$ cat config.mk
export PLATFORM = sky130hd
export DESIGN_NAME = imem_loader
export DESIGN_NICKNAME = d
export VERILOG_FILES = /design/src/rtl/imem_loader.sv
export SDC_FILE = /design/constraint.sdc
export NUM_CORES = 1
export LEC_CHECK = 0
export ABC_CLOCK_PERIOD_IN_PS = 2000
export CORE_MARGIN = 2
export CORE_UTILIZATION = 25
export DETAILED_ROUTE_END_ITERATION = 10
export PLACE_DENSITY_LB_ADDON = 0.08
export SYNTH_ARGS = -nofsm -noshare
export SYNTH_HDL_FRONTEND = slang
export SYNTH_SLANG_ARGS = --single-unit
$ cat constraint.sdc
create_clock -name clk -period 2 [get_ports clk]
set_clock_uncertainty 0.15 [all_clocks]
set_input_delay 0.3 -clock clk [delete_from_list [all_inputs] [get_ports clk]]
set_output_delay 0.3 -clock clk [all_outputs]
set_load 0.02 [all_outputs]
$ cat src/rtl/imem_loader.sv
// Framed byte-stream loader for the MIPS instruction memory: length byte, big-endian
// words, XOR checksum. Emits one write per assembled word and holds the CPU in reset until a clean frame.
module imem_loader #(
  parameter int WORDS = 64
) (
  input  logic        clk,
  input  logic        rst_n,
  input  logic        start,
  input  logic        byte_valid,
  input  logic [7:0]  byte_data,
  output logic        byte_ready,
  output logic        im_we,
  output logic [7:0]  im_waddr,
  output logic [31:0] im_wdata,
  output logic        cpu_hold,
  output logic        busy,
  output logic        done,
  output logic        err
);

  typedef enum logic [2:0] {
    S_IDLE, S_LEN, S_DATA, S_CHK, S_DONE, S_ERR
  } state_t;

  localparam logic [8:0] MAX_LEN = 9'(WORDS);

  state_t      r_state;
  state_t      w_next;
  logic [7:0]  r_len;
  logic [7:0]  r_word_idx;
  logic [7:0]  r_csum;
  logic [1:0]  r_byte_cnt;
  logic [23:0] r_asm;

  logic w_xfer;
  logic w_start_ok;
  logic w_len_bad;
  logic w_last_word;

  assign w_xfer      = byte_valid & byte_ready;
  assign w_start_ok  = start & ((r_state == S_IDLE) | (r_state == S_DONE) | (r_state == S_ERR));
  assign w_len_bad   = (byte_data == 8'd0) | ({1'b0, byte_data} > MAX_LEN);
  assign w_last_word = (r_word_idx == (r_len - 8'd1));

  always_ff @(posedge clk) begin
    if (!rst_n) r_state <= S_IDLE;
    else        r_state <= w_next;
  end

  always_comb begin
    // NOTE: default first so every path assigns w_next and no latch is inferred.
    w_next = r_state;
    case (r_state)
      S_IDLE, S_DONE, S_ERR: if (w_start_ok) w_next = S_LEN;
      S_LEN:  if (w_xfer) w_next = w_len_bad ? S_ERR : S_DATA;
      S_DATA: if (w_xfer && (r_byte_cnt == 2'd3) && w_last_word) w_next = S_CHK;
      S_CHK:  if (w_xfer) w_next = (byte_data == r_csum) ? S_DONE : S_ERR;
      default: w_next = S_IDLE;
    endcase
  end

  // Status outputs are decoded from the next state so they change with the state itself.
  always_ff @(posedge clk) begin
    if (!rst_n) begin
      // NOTE: sequential state uses non-blocking assignments so all flops update together.
      byte_ready <= 1'b0;
      busy       <= 1'b0;
      done       <= 1'b0;
      err        <= 1'b0;
      cpu_hold   <= 1'b1;
    end else begin
      byte_ready <= (w_next == S_LEN) | (w_next == S_DATA) | (w_next == S_CHK);
      busy       <= (w_next == S_LEN) | (w_next == S_DATA) | (w_next == S_CHK);
      done       <= (w_next == S_DONE);
      err        <= (w_next == S_ERR);
      cpu_hold   <= (w_next != S_DONE);
    end
  end

  always_ff @(posedge clk) begin
    if (!rst_n) begin
      r_len      <= 8'd0;
      r_word_idx <= 8'd0;
      r_csum     <= 8'd0;
      r_byte_cnt <= 2'd0;
      r_asm      <= 24'd0;
      im_we      <= 1'b0;
      im_waddr   <= 8'd0;
      im_wdata   <= 32'd0;
    end else begin
      im_we <= 1'b0;
      if (w_start_ok) begin
        r_word_idx <= 8'd0;
        r_byte_cnt <= 2'd0;
        r_csum     <= 8'd0;
      end
      if (w_xfer && (r_state == S_LEN)) begin
        r_len  <= byte_data;
        r_csum <= byte_data;
      end
      if (w_xfer && (r_state == S_DATA)) begin
        r_asm      <= {r_asm[15:0], byte_data};
        r_csum     <= r_csum ^ byte_data;
        r_byte_cnt <= r_byte_cnt + 2'd1;
        if (r_byte_cnt == 2'd3) begin
          im_we      <= 1'b1;
          im_wdata   <= {r_asm, byte_data};
          im_waddr   <= {r_word_idx[5:0], 2'b00};
          r_word_idx <= r_word_idx + 8'd1;
        end
      end
    end
  end

endmodule

==> reports/metrics.csv <==
stage,metric,value,unit
setup_path,Critical Path Max Stage Delay,480,ps
cells_and_area,layout net count,596,
floorplanning,area of the core,0.0157,mm^2
synth,Mean Syn Cell Area,7.90,um^2
cts,Max clock buf depth,2,
power_and_ir_drop,Max rail drop VDD,0.000345,V
synth,Yosys top cell by area,dfxtp_1,
placement,Placer Congestion,0.807,
synth,Yosys reg bits,96,
timing,Final min period,1940,ps
detailed_routing,DR WL/cell,13.9,um
cts,Num CTS Buffers,9,
cts,CTS Root Cell,clkbuf_16,
floorplanning,width of the die,130,um
detailed_routing,Antenna Nets Post-Route,0,
setup_path,crit path cell chain,"clkdlybuf4s50_1, buf_4, nand3_1, buf_4, or3_1, buf_4, o2111ai_1, a21oi_1",
synth,ys flop type,dfxtp_1,
detailed_routing,post-DR vias/cell,4.43,
synth,share of the synthesized area in the top cell type,0.483,
global_routing,gr usage total,0.141,
global_routing,M1 GR Usage,0.187,
cts,CTS tree,done,
placement,# port buffers,55,
cells_and_area,# diodes,0,
timing,final slew viol count,0,
setup_path,critical-path maximum fanout,8,
setup_path,WS Path Type,input pin to flip-flop,
detailed_routing,initial drt markers,147,
synth,ys async rst share,0,
job,maxcap violations,0,
detailed_routing,routed wire length,11.2,mm
setup_path,Crit. End Element,flip-flop,
setup_path,CP max-delay cell,clkdlybuf4s50_1,
synth,post-synthesis cell count,503,
cts,Worst-Skew Late Latency,350,ps
cts,clock slew at the register clock pins of the worst setup and hold paths,70,ps
placement,HPWL Detailed,7.77,mm
synth,most instantiated cells after synthesis,"150 x nand2_1, 96 x dfxtp_1, 88 x a21oi_1, 32 x clkbuf_1, 20 x nor2_1",
timing,max_slew headroom,0.589,
setup_path,worst r2r dst,done$_SDFF_PN0_,
cts,H-tree Lvls,3,
power_and_ir_drop,leakage power,1.89,nW
global_routing,initial antenna violation count,0,
setup_path,Reg2Reg Depth,6,
synth,Syn Std Cell Area,0.00398,mm^2
global_routing,grt met2 use,0.223,
global_routing,grt met3 use,0.0340,
placement,placed cell count,784,
global_routing,Overflow after GRT,0,
detailed_routing,DRC,0,
worst_hold_path,Hold Startpoint,r_asm[19]$_SDFFE_PN0P_,
global_routing,layer with the highest usage,met2,
power_and_ir_drop,PD cells,722,mW/mm^2
floorplanning,Initial Utilization,0.253,
timing,setup ws final,56.9,ps
timing,RSZ-0062 raised after global routing,no,
synth,register area share after synthesis,0.483,
timing,fin crit share,0.972,
floorplanning,Die Height,130,um
global_routing,largest net degree at the start of global routing,30,
detailed_routing,via count,3549,
placement,DP Area,0.00510,mm^2
setup_path,flop2flop setup slack,130,ps
cells_and_area,fin cells,802,
cells_and_area,fraction of layout cells with a size suffix above 1,0.142,
placement,post-place setup slack,-479,ps
worst_hold_path,WHS Path Cells,2,
timing,Final Hold Fails,0,
timing,transition time of the tightest slew-check pin,617,ps
synth,Post-synth EDFFs,0,
floorplanning,io pins,58,
floorplanning,num rows,46,
synth,count of different cell masters after synthesis,45,
worst_hold_path,Hold Path Sink,im_wdata[27]$_SDFFE_PN0P_,
setup_path,reg-to-reg critical path startpoint,r_len[0]$_SDFFE_PN0P_,
setup_path,"most used cell, CP",buf_4,
cells_and_area,post-route cell area,0.00547,mm^2
cts,clock sink count,96,
outcome,outcome,completed,
global_routing,vias in the first global route,3508,
setup_path,CP startpoint kind,input pin,
timing,fmax,515,MHz
worst_hold_path,HP Class,flip-flop to flip-flop,
cells_and_area,Layout area overhead,37.5,%
detailed_routing,First-pass DRT Iterations,4,
synth,largest cells by area after synthesis,"dfxtp_1 48%, nand2_1 14%, a21oi_1 11%",
cells_and_area,Fillers,1630,
synth,Ys Warns,0,
timing,Final Setup Violations,0,
setup_path,crit path DAT,2030,ps
global_routing,global-route wire length before repair,18.3,mm
synth,most common cell in the netlist,nand2_1,
floorplanning,Die Area,0.0169,mm^2
setup_path,WP data required,2090,ps
## cell usage in the layout, fill, tap and decap left out, types with 2 or more instances in the layout
master / synthesis / final
conb_1: 1 / 2
inv_6: 0 / 2
dlygate4sd2_1: 0 / 4
clkdlybuf4s50_1: 0 / 51
and4_1: 2 / 2
clkbuf_1: 32 / 2
nor2_1: 20 / 20
and3_1: 3 / 3
dfxtp_1: 96 / 96
nand4_1: 4 / 4
or2_2: 2 / 2
nand2b_1: 5 / 4
buf_4: 3 / 44
nand2_1: 150 / 150
nor4_1: 4 / 3
o2111ai_1: 9 / 9
o21ai_0: 12 / 12
a21oi_1: 88 / 87
inv_1: 4 / 4
clkbuf_16: 0 / 9
o31a_1: 2 / 2
buf_12: 0 / 7
xor2_1: 15 / 15
nor3_1: 2 / 2
nor3b_4: 1 / 2
nand3_1: 12 / 12
xnor2_1: 6 / 6
nor4_2: 1 / 2
## power breakdown
part	internal (W)	leakage, nW	switching [W]
logic	0.000113	0.978	0.000138
clock network	0.000983	0.141	0.000780
registers	0.00192	0.774	0.00000864
total	0.00302	1.89	0.000927
## logic make-up (layout without fill, tap and decap cells)
group                    count (synthesis)  count (layout)  synth area share
multiplexers                             1               1           0.00283
XOR/XNOR                                21              21            0.0463
buffers and inverters                   45             127            0.0460
AND/OR/NAND/NOR                        215             215             0.238
flip-flops                              96              96             0.483
other                                    1               2          0.000943
AO/OA/AOI/OAI                          121             121             0.173
adder cells (fa/ha/maj)                  3               3           0.00944
## sequential cells by signal (all words and copies together), names as in the netlist
signal,count
r_asm,24
r_byte_cnt,2
done,1
r_csum,8
im_we,1
busy,1
cpu_hold,1
im_waddr,6
r_word_idx,8
err,1
r_state,3
im_wdata,32
r_len,8
## how the worst max path moves through the flow
stage | from | end | slack (ps) | cells after the start
finish | byte_valid | r_csum[0]$_SDFFE_PN0P_ | 60 | 8
global route | byte_data[1] | err$_SDFF_PN0_ | 3 | 6
CTS | byte_data[1] | done$_SDFF_PN0_ | 2 | 6
detailed placement | byte_data[0] | done$_SDFF_PN0_ | -480 | 6
global placement | byte_data[0] | err$_SDFF_PN0_ | -450 | 6
floorplan | busy$_SDFF_PN0_ | r_word_idx[0]$_SDFF_PN0_ | 40 | 6
## timing repair
action | CTS | global route
pin swaps | 4 | 3
resized for setup | 5 | 12
endpoints found under the setup margin | 4 | 20
setup buffers | 1 | 1
hold buffers | 0 | 0
## layer usage
layer,routed length (um),share of wire,vias up
met5,0,0,-
met4,197,0.018,0
met3,358,0.032,15
met2,5040,0.45,57
met1,5570,0.50,1627
li1,-,-,1850
## worst max-delay path, delay by kind of cell
kind	cells	cell delay [ps]
AO/OA/AOI/OAI	2	290
buffers and inverters	4	960
AND/OR/NAND/NOR	2	480
## final cells by class
cell class                 count  area (um^2)  share of cell area
clock buffer                  11          233              0.0426
clock inverter                 5         63.8              0.0117
inverter                       5         18.8             0.00343
multi-input combinational    363         1940               0.355
sequential                    96         1920               0.352
tap                          216          270              0.0495
timing repair buffer         106         1020               0.186
## per-stage QoR
| stage | total power, W | utilization | hold WS (ps) | setup TNS, ps |
|---|---|---|---|---|
| 6_report | 0.00394 | 0.348 | 304 | 0 |
| 5_1_grt | 0.00412 | 0.348 | 322 | 0 |
| 4_1_cts | 0.00399 | 0.343 | 306 | 0 |
| 3_5_place_dp | 0.00222 | 0.324 | 296 | -18510 |
| 3_3_place_gp | 0.00222 | 0.324 | 297 | -17530 |
| 2_1_floorplan | 0.00209 | - | 272 | 0 |
Power figures use the tool's default switching activity.
